===== src/rtl/pix_stream_pkg.sv =====
// ============================================================
// pix_stream_pkg : shared FSM states, geometry defaults, clog2
// Revision: 1.0
// ============================================================
`default_nettype none

package pix_stream_pkg;

  localparam logic [1:0] IDLE  = 2'd0;
  localparam logic [1:0] RUN   = 2'd1;
  localparam logic [1:0] DRAIN = 2'd2;

  // Geometry defaults, shared with lin_buff
  localparam int DEF_PIXEL_WIDTH = 8;
  localparam int DEF_IMG_WIDTH   = 854;
  localparam int DEF_IMG_HEIGHT  = 480;
  localparam int DEF_ADDR_WIDTH  = 19;

  function automatic int clog2(input int value);
    int result;
    result = 0;
    while ((1 << result) < value) result++;
    return result;
  endfunction

endpackage

`default_nettype wire


===== src/rtl/pix_stream_src_if.sv =====
// ============================================================
// pix_stream_src_if : frame RAM read port plus pixel stream bundle
// Revision: 1.0
// ============================================================
`default_nettype none

interface pix_stream_src_if import pix_stream_pkg::*; #(
  parameter int PIXEL_WIDTH = DEF_PIXEL_WIDTH,
  parameter int ADDR_WIDTH  = DEF_ADDR_WIDTH
) ();

  logic                   mem_rd_en;
  logic [ADDR_WIDTH-1:0]  mem_addr;
  logic [PIXEL_WIDTH-1:0] mem_rd_data;
  logic                   p_valid;
  logic                   p_ready;
  logic [PIXEL_WIDTH-1:0] pixel;
  logic                   p_eol;
  logic                   p_eof;

  modport master (
    output mem_rd_en, mem_addr,
    input  mem_rd_data,
    output p_valid, pixel, p_eol, p_eof,
    input  p_ready
  );

  modport slave (
    input  mem_rd_en, mem_addr,
    output mem_rd_data,
    input  p_valid, pixel, p_eol, p_eof,
    output p_ready
  );

endinterface

`default_nettype wire


===== src/rtl/pix_skid_fifo.sv =====
// ============================================================
// pix_skid_fifo : 2-entry skid FIFO holding {eof, eol, pixel}
// Revision: 1.0
// ============================================================
`default_nettype none

module pix_skid_fifo import pix_stream_pkg::*; #(
  parameter int DATA_WIDTH = DEF_PIXEL_WIDTH + 2
) (
  input  wire logic                  clk,
  input  wire logic                  rst,
  input  wire logic                  push,
  input  wire logic [DATA_WIDTH-1:0] push_data,
  input  wire logic                  pop,
  output logic      [DATA_WIDTH-1:0] head,
  output logic      [1:0]            count,
  output logic                       empty
);

  logic [DATA_WIDTH-1:0] r_mem [2];
  logic                  r_wr_ptr;
  logic                  r_rd_ptr;
  logic [1:0]            r_count;

  always_ff @(posedge clk) begin
    if (push) r_mem[r_wr_ptr] <= push_data;
  end

  always_ff @(posedge clk or posedge rst) begin
    if (rst) begin
      r_wr_ptr <= 1'b0;
      r_rd_ptr <= 1'b0;
      r_count  <= 2'd0;
    end else begin
      if (push) r_wr_ptr <= ~r_wr_ptr;
      if (pop)  r_rd_ptr <= ~r_rd_ptr;
      case ({push, pop})
        2'b10:   r_count <= r_count + 2'd1;
        2'b01:   r_count <= r_count - 2'd1;
        default: r_count <= r_count;
      endcase
    end
  end

  assign head  = r_mem[r_rd_ptr];
  assign count = r_count;
  assign empty = (r_count == 2'd0);

endmodule

`default_nettype wire


===== src/rtl/pix_stream_src.sv =====
// ============================================================
// pix_stream_src : streams one frame from RAM in raster order
// Optional: PIX_SRC_FRAME_REPEAT_EN (continuous back-to-back frames)
// Revision: 1.0
// ============================================================
`default_nettype none

module pix_stream_src import pix_stream_pkg::*; #(
  parameter int PIXEL_WIDTH = DEF_PIXEL_WIDTH,
  parameter int IMG_WIDTH   = DEF_IMG_WIDTH,
  parameter int IMG_HEIGHT  = DEF_IMG_HEIGHT,
  parameter int ADDR_WIDTH  = DEF_ADDR_WIDTH
) (
  input  wire logic        clk,
  input  wire logic        rst,
  input  wire logic        start,
  output logic             busy,
  output logic             done,
  pix_stream_src_if.master bus
);

  localparam int c_col_w   = (clog2(IMG_WIDTH)  > 0) ? clog2(IMG_WIDTH)  : 1;
  localparam int c_row_w   = (clog2(IMG_HEIGHT) > 0) ? clog2(IMG_HEIGHT) : 1;
  localparam int c_entry_w = PIXEL_WIDTH + 2;
  localparam logic [c_col_w-1:0]    c_col_last  = c_col_w'(IMG_WIDTH - 1);
  localparam logic [c_row_w-1:0]    c_row_last  = c_row_w'(IMG_HEIGHT - 1);
  localparam logic [ADDR_WIDTH-1:0] c_addr_last = ADDR_WIDTH'(IMG_WIDTH * IMG_HEIGHT - 1);

  logic [1:0]            r_state;
  logic [ADDR_WIDTH-1:0] r_addr;
  logic                  r_inflight;
  logic                  r_done;
  logic [c_col_w-1:0]    r_col;
  logic [c_row_w-1:0]    r_row;

  logic [c_entry_w-1:0]  w_head;
  logic [c_entry_w-1:0]  w_out;
  logic [1:0]            w_count;
  logic                  w_empty;
  logic [2:0]            w_credit;
  logic                  w_accept;
  logic                  w_pop;
  logic                  w_issue;
  logic                  w_last_pop;
  logic                  w_tag_eol;
  logic                  w_tag_eof;

  assign w_accept   = (r_state == IDLE) && start && !r_done;
  assign w_pop      = !w_empty && bus.p_ready;
  // Occupancy after this cycle's pop plus the read still in the RAM pipe
  assign w_credit   = {1'b0, w_count} + {2'b00, r_inflight} - {2'b00, w_pop};
  assign w_issue    = (r_state == RUN) && (w_credit < 3'd2);
  assign w_last_pop = w_pop && w_head[c_entry_w-1];

  // Entries are tagged on entry, so the tag counters follow the push side
  assign w_tag_eol  = (r_col == c_col_last);
  assign w_tag_eof  = w_tag_eol && (r_row == c_row_last);

  pix_skid_fifo #(
    .DATA_WIDTH (c_entry_w)
  ) u_fifo (
    .clk       (clk),
    .rst       (rst),
    .push      (r_inflight),
    .push_data ({w_tag_eof, w_tag_eol, bus.mem_rd_data}),
    .pop       (w_pop),
    .head      (w_head),
    .count     (w_count),
    .empty     (w_empty)
  );

  always_ff @(posedge clk or posedge rst) begin
    if (rst) begin
      r_state    <= IDLE;
      r_addr     <= '0;
      r_inflight <= 1'b0;
      r_done     <= 1'b0;
    end else begin
      r_inflight <= w_issue;
      r_done     <= w_last_pop;
      case (r_state)
        IDLE: begin
          if (w_accept) begin
            r_state <= RUN;
            r_addr  <= '0;
          end
        end
        RUN: begin
          if (w_issue) begin
            if (r_addr == c_addr_last) begin
`ifdef PIX_SRC_FRAME_REPEAT_EN
              r_addr  <= '0;
`else
              r_state <= DRAIN;
`endif
            end else begin
              r_addr <= r_addr + ADDR_WIDTH'(1);
            end
          end
        end
        DRAIN: begin
          if (w_last_pop) r_state <= IDLE;
        end
        default: r_state <= IDLE;
      endcase
    end
  end

  always_ff @(posedge clk or posedge rst) begin
    if (rst) begin
      r_col <= '0;
      r_row <= '0;
    end else if (w_accept) begin
      r_col <= '0;
      r_row <= '0;
    end else if (r_inflight) begin
      if (w_tag_eol) begin
        r_col <= '0;
        r_row <= w_tag_eof ? '0 : r_row + c_row_w'(1);
      end else begin
        r_col <= r_col + c_col_w'(1);
      end
    end
  end

  // Stale entries stay in storage, so blank the outputs while empty
  assign w_out         = w_empty ? '0 : w_head;
  assign bus.p_valid   = !w_empty;
  assign bus.pixel     = w_out[PIXEL_WIDTH-1:0];
  assign bus.p_eol     = w_out[PIXEL_WIDTH];
  assign bus.p_eof     = w_out[PIXEL_WIDTH+1];
  assign bus.mem_rd_en = w_issue;
  assign bus.mem_addr  = r_addr;
  assign busy          = (r_state != IDLE);
  assign done          = r_done;

endmodule

`default_nettype wire


===== src/flat_wrapper.sv =====
// flat-port wrapper written by rule: the top's interface ports become plain ports
module pix_stream_src_flat import pix_stream_pkg::*;
#(
  parameter int PIXEL_WIDTH = DEF_PIXEL_WIDTH,
  parameter int IMG_WIDTH   = DEF_IMG_WIDTH,
  parameter int IMG_HEIGHT  = DEF_IMG_HEIGHT,
  parameter int ADDR_WIDTH  = DEF_ADDR_WIDTH
)
  (clk, rst, start, busy, done, bus_mem_rd_en, bus_mem_addr, bus_mem_rd_data, bus_p_valid, bus_pixel, bus_p_eol, bus_p_eof, bus_p_ready);
  pix_stream_src_if #(.PIXEL_WIDTH(PIXEL_WIDTH), .ADDR_WIDTH(ADDR_WIDTH)) bus_i ();
  input  wire logic clk;
  input  wire logic rst;
  input  wire logic start;
  output logic busy;
  output logic done;
  output wire logic [$bits(bus_i.mem_rd_en)-1:0] bus_mem_rd_en;
  output wire logic [$bits(bus_i.mem_addr)-1:0] bus_mem_addr;
  input wire logic [$bits(bus_i.mem_rd_data)-1:0] bus_mem_rd_data;
  output wire logic [$bits(bus_i.p_valid)-1:0] bus_p_valid;
  output wire logic [$bits(bus_i.pixel)-1:0] bus_pixel;
  output wire logic [$bits(bus_i.p_eol)-1:0] bus_p_eol;
  output wire logic [$bits(bus_i.p_eof)-1:0] bus_p_eof;
  input wire logic [$bits(bus_i.p_ready)-1:0] bus_p_ready;
  assign bus_mem_rd_en = bus_i.mem_rd_en;
  assign bus_mem_addr = bus_i.mem_addr;
  assign bus_i.mem_rd_data = bus_mem_rd_data;
  assign bus_p_valid = bus_i.p_valid;
  assign bus_pixel = bus_i.pixel;
  assign bus_p_eol = bus_i.p_eol;
  assign bus_p_eof = bus_i.p_eof;
  assign bus_i.p_ready = bus_p_ready;
  pix_stream_src #(.PIXEL_WIDTH(PIXEL_WIDTH), .IMG_WIDTH(IMG_WIDTH), .IMG_HEIGHT(IMG_HEIGHT), .ADDR_WIDTH(ADDR_WIDTH)) u_core (.clk(clk), .rst(rst), .start(start), .busy(busy), .done(done), .bus(bus_i));
endmodule

===== config.mk =====
export PLATFORM = sky130hd
export DESIGN_NAME = pix_stream_src_flat
export DESIGN_NICKNAME = d
export VERILOG_FILES = /design/src/rtl/pix_stream_pkg.sv /design/src/rtl/pix_stream_src_if.sv /design/src/rtl/pix_skid_fifo.sv /design/src/rtl/pix_stream_src.sv /design/src/flat_wrapper.sv
export SDC_FILE = /design/constraint.sdc
export NUM_CORES = 1
export LEC_CHECK = 0
export CORE_MARGIN = 8
export CORE_UTILIZATION = 55
export CTS_CLUSTER_DIAMETER = 200
export CTS_CLUSTER_SIZE = 12
export DETAILED_ROUTE_END_ITERATION = 6
export HOLD_SLACK_MARGIN = 0.12
export PLACE_DENSITY_LB_ADDON = 0.1
export SETUP_SLACK_MARGIN = 0.2
export SLEW_MARGIN = 10
export SYNTH_ARGS = -nofsm -noshare
export SYNTH_HDL_FRONTEND = slang
export SYNTH_SLANG_ARGS = --single-unit

===== constraint.sdc =====
create_clock -name clk -period 2.8 [get_ports clk]
set_input_delay 0.56 -clock clk [delete_from_list [all_inputs] [get_ports clk]]
set_output_delay 0.56 -clock clk [all_outputs]
set_load 0.005 [all_outputs]

==> implementation parameters <==
Parameter                              Value

Placement
  Placed wire-length estimate    5292 µm
  Final GP Congestion    0.8281
  IO buf count    44
  Worst setup slack after placement    -0.5108 ns

CTS
  Maximum clock path buffer count    2
  CTS Root Cell    sky130_fd_sc_hd__clkbuf_8
  Clock transition at the registers of the reported paths    0.08 ns
  Post-cts hold buffer count    0
  CTS Buf Count    9
  CTS tree    built
  Skew-Pair Late Insertion Delay    0.35 ns
  Deepest level of the CTS H-tree    3
  CTS sink cnt    66

Routing
  Drt initial violations    118
  Detailed-route vias per instance    5.650
  Total wire length    7717 µm
  Overall via count from detail_route    2757
  Total iterations of the first detailed-routing run    4
  Drt wl/cell    15.81 µm
  Drt drc    0
  Routed Antenna Nets    0

Cells and area
  ANT cells    0
  Fraction of final layout cells sized beyond drive strength 1    16.22%
  Growth of design area from synthesis to finish    27.55%
  Most frequent cells in the layout    sky130_fd_sc_hd__dfrtp_1, sky130_fd_sc_hd__nand2_1, sky130_fd_sc_hd__clkdlybuf4s50_1, sky130_fd_sc_hd__nor2_1
  NumNets Final    426
  Leading cell type in the layout, fill and taps excluded    sky130_fd_sc_hd__dfrtp_1

Setup path
  Logic depth of the worst register-to-register path    11
  Critical Path Sink Type    primary output
  Type of the worst setup path    reg2out
  Worst reg2reg startpoint    u_core.u_fifo.count[1]$_DFFE_PP0N_
  Critical path required time    2.24 ns
  Data arrival, critical path    1.99 ns
  Launch point of the worst path    u_core.u_fifo.r_rd_ptr$_DFFE_PP0P_
  Sort of element at the start of the critical path    flop
  Crit Path Max Fanout    11

Floorplan
  Floorplan die width    94.85 µm
  Die Height    94.85 µm
  Area of the core    5956 µm²
  Starting density of the core    57.42%
  Total die area    8997 µm²
  I/O Pins    45
  Number of placement rows    28

STA
  Count of final setup violators    0
  Post-route setup slack    0.2519 ns
  Worst-case headroom to the max-slew limit    34.70%
  Shortest clock period the worst path allows after layout    2.548 ns
  Tcrit/Tclk final    91.00%
  Endpoints failing hold    0
  Slew Viols, Final    0
  Final TNS setup    0 ns
  Max frequency    392.5 MHz
  Unrepaired setup endpoints after global routing    true
  Worst-margin pin slew    0.9759 ns
  Worst setup skew after layout    0.007171 ns

Global routing
  Global-route wire length before repair    12460 µm
  Via count of the first global-routing pass    2689
  Maximum number of pins on one net before global-route repair    25
  Global routing met2 resource utilization    28.97%
  Leftover overflow at the end of global routing    0
  Met1 routing resource usage after global routing    21.62%
  Global-route usage over all layers    17.51%
  Number of antenna violations at the first check in global routing    0
  Most utilized layer in the global route result    met2
  Met3 track demand over resource    4.206%

Synth
  Syn Inst Count    340
  Syn Area/Cell    10.06 µm²
  Share of the yosys chip area belonging to registers    51.23%
  Number of warning messages in the yosys log    0
  Leading register cell type out of synthesis    sky130_fd_sc_hd__dfrtp_1
  Synthesized net count    358
  Mapped cell area    3420 µm²
  Async set-or-reset flop fraction in the synthesized netlist    69.70%
  Unique masters post-synth    52
  Number of synthesized flops with an enable pin    20
  Register bit total from synthesis    66

Power and ir drop
  PwrDens    1029 nW/µm²
  Peak ir drop on the vdd network    0.7112 mV
  P_leak    1.845 nW

Worst hold path
  Worst Hold Class    reg2reg
  Hold Path Origin    u_core.u_fifo.r_wr_ptr$_DFFE_PP0P_
  Number of stages on the worst hold path    1

Run status
  Result of the run    complete, no violations

Job
  Number of max-cap violations    0
-- area by class of cell --
cell class / count / area [µm²]
Sequential cell: 66 / 1752
Timing Repair Buffer: 70 / 659.4
Fill cell: 431 / 1594
Inverter: 9 / 33.78
Tap cell: 75 / 93.84
Clock inverter: 7 / 93.84
Multi-Input combinational cell: 252 / 1605
Clock buffer: 9 / 123.9
-- per-layer routing --
metal	wire [µm]	up-vias
met5	0	-
met4	134	0
met3	361	13
met2	3865	43
met1	3355	1342
li1	-	1359
-- registers in the layout, indices dropped and copies added, names as in the netlist --
name,cells
u_core.done,1
u_core.u_fifo.r_rd_ptr,1
u_core.r_col,10
u_core.u_fifo.count,2
u_core.bus.mem_addr,19
u_core.r_inflight,1
u_core.u_fifo.r_wr_ptr,1
u_core.u_fifo.r_mem,20
u_core.r_row,9
u_core.r_state,2
-- critical path, stage by stage, from the launching register on --
cell	delay (ns)
sky130_fd_sc_hd__dfrtp_1	0.75
sky130_fd_sc_hd__mux2i_1	0.35
sky130_fd_sc_hd__nor2_1	0.08
sky130_fd_sc_hd__clkdlybuf4s50_1	0.46
-- synth_stat cells (all sizes together), types with 3 or more instances --
cell	number	share of area, %
nand3b	3	0.66
inv	8	0.88
a21o	4	0.88
and4	4	1.0
a311oi	4	1.0
clkbuf	6	0.66
ha	5	1.8
edfxtp	20	18
nor3	11	1.8
nand3	8	1.3
nand2	46	5.0
nand4	9	1.6
and3	8	1.5
a21oi	20	2.9
or4	4	0.99
mux2i	17	5.0
nand2b	4	0.73
and2	3	0.55
xor2	6	1.5
nor2	38	4.2
buf	7	1.5
or3	4	0.73
a31oi	4	0.73
xnor2	3	0.77
o21ai	25	3.7
dfrtp	46	34
-- report_power, final --
part | switching [mW] | leakage [nW] | total, mW | internal [mW]
sequential | 0.319 | 0.769 | 1.55 | 1.23
combinational | 0.943 | 0.971 | 2.06 | 1.12
clock | 0.381 | 0.105 | 0.880 | 0.499
-- metrics by stage --
| stage | cell area [µm²] | instances | power (mW) | utilization (%) | hold WS [ns] |
|---|---|---|---|---|---|
| 6_report | 4362 | 488 | 4.488 | 73.24 | 0.4852 |
| 4_1_cts | 4302 | 485 | 4.412 | 72.23 | 0.4841 |
| 3_5_place_dp | 4061 | 467 | 3.477 | 68.19 | 0.4710 |
| 5_1_grt | 4362 | 488 | 4.810 | 73.24 | 0.5071 |
| 2_1_floorplan | 3422 | 340 | 2.529 | - | 0.4535 |
| 3_3_place_gp | 4061 | 467 | 3.408 | 68.19 | 0.4709 |
-- final timing paths --
path / to / slack [ns]
max reg2reg: u_core.bus.mem_addr[10]$_DFFE_PP0P_ / 0.34
max in group asynchronous: u_core.bus.mem_addr[10]$_DFFE_PP0P_ / 1.64
min in group asynchronous: u_core.r_row[8]$_DFFE_PP0P_ / 0.61
min reg2reg: u_core.u_fifo.r_wr_ptr$_DFFE_PP0P_ / 0.49
min: u_core.u_fifo.r_wr_ptr$_DFFE_PP0P_ / 0.49
max: bus_p_eof / 0.25
-- cell families (layout without fill, tap and decap cells) --
kind of cell / after synthesis / count (layout) / synth area share, %
fa+ha+maj: 6 / 6 / 2.415
buf+inv: 22 / 95 / 3.183
mux: 19 / 19 / 5.635
compound gates: 66 / 66 / 11.67
xor+xnor: 9 / 9 / 2.305
flops: 66 / 66 / 51.23
simple gates: 152 / 152 / 23.56
-- timing repair --
item / CTS / global route
endpoints found under the setup margin: 19 / 14
resized for setup: 9 / 10
hold endpoints to repair: 0 / 0
buffers inserted: 2 / 3
pin swaps: 5 / 8
No activity file was read; power rests on OpenSTA's default activity.
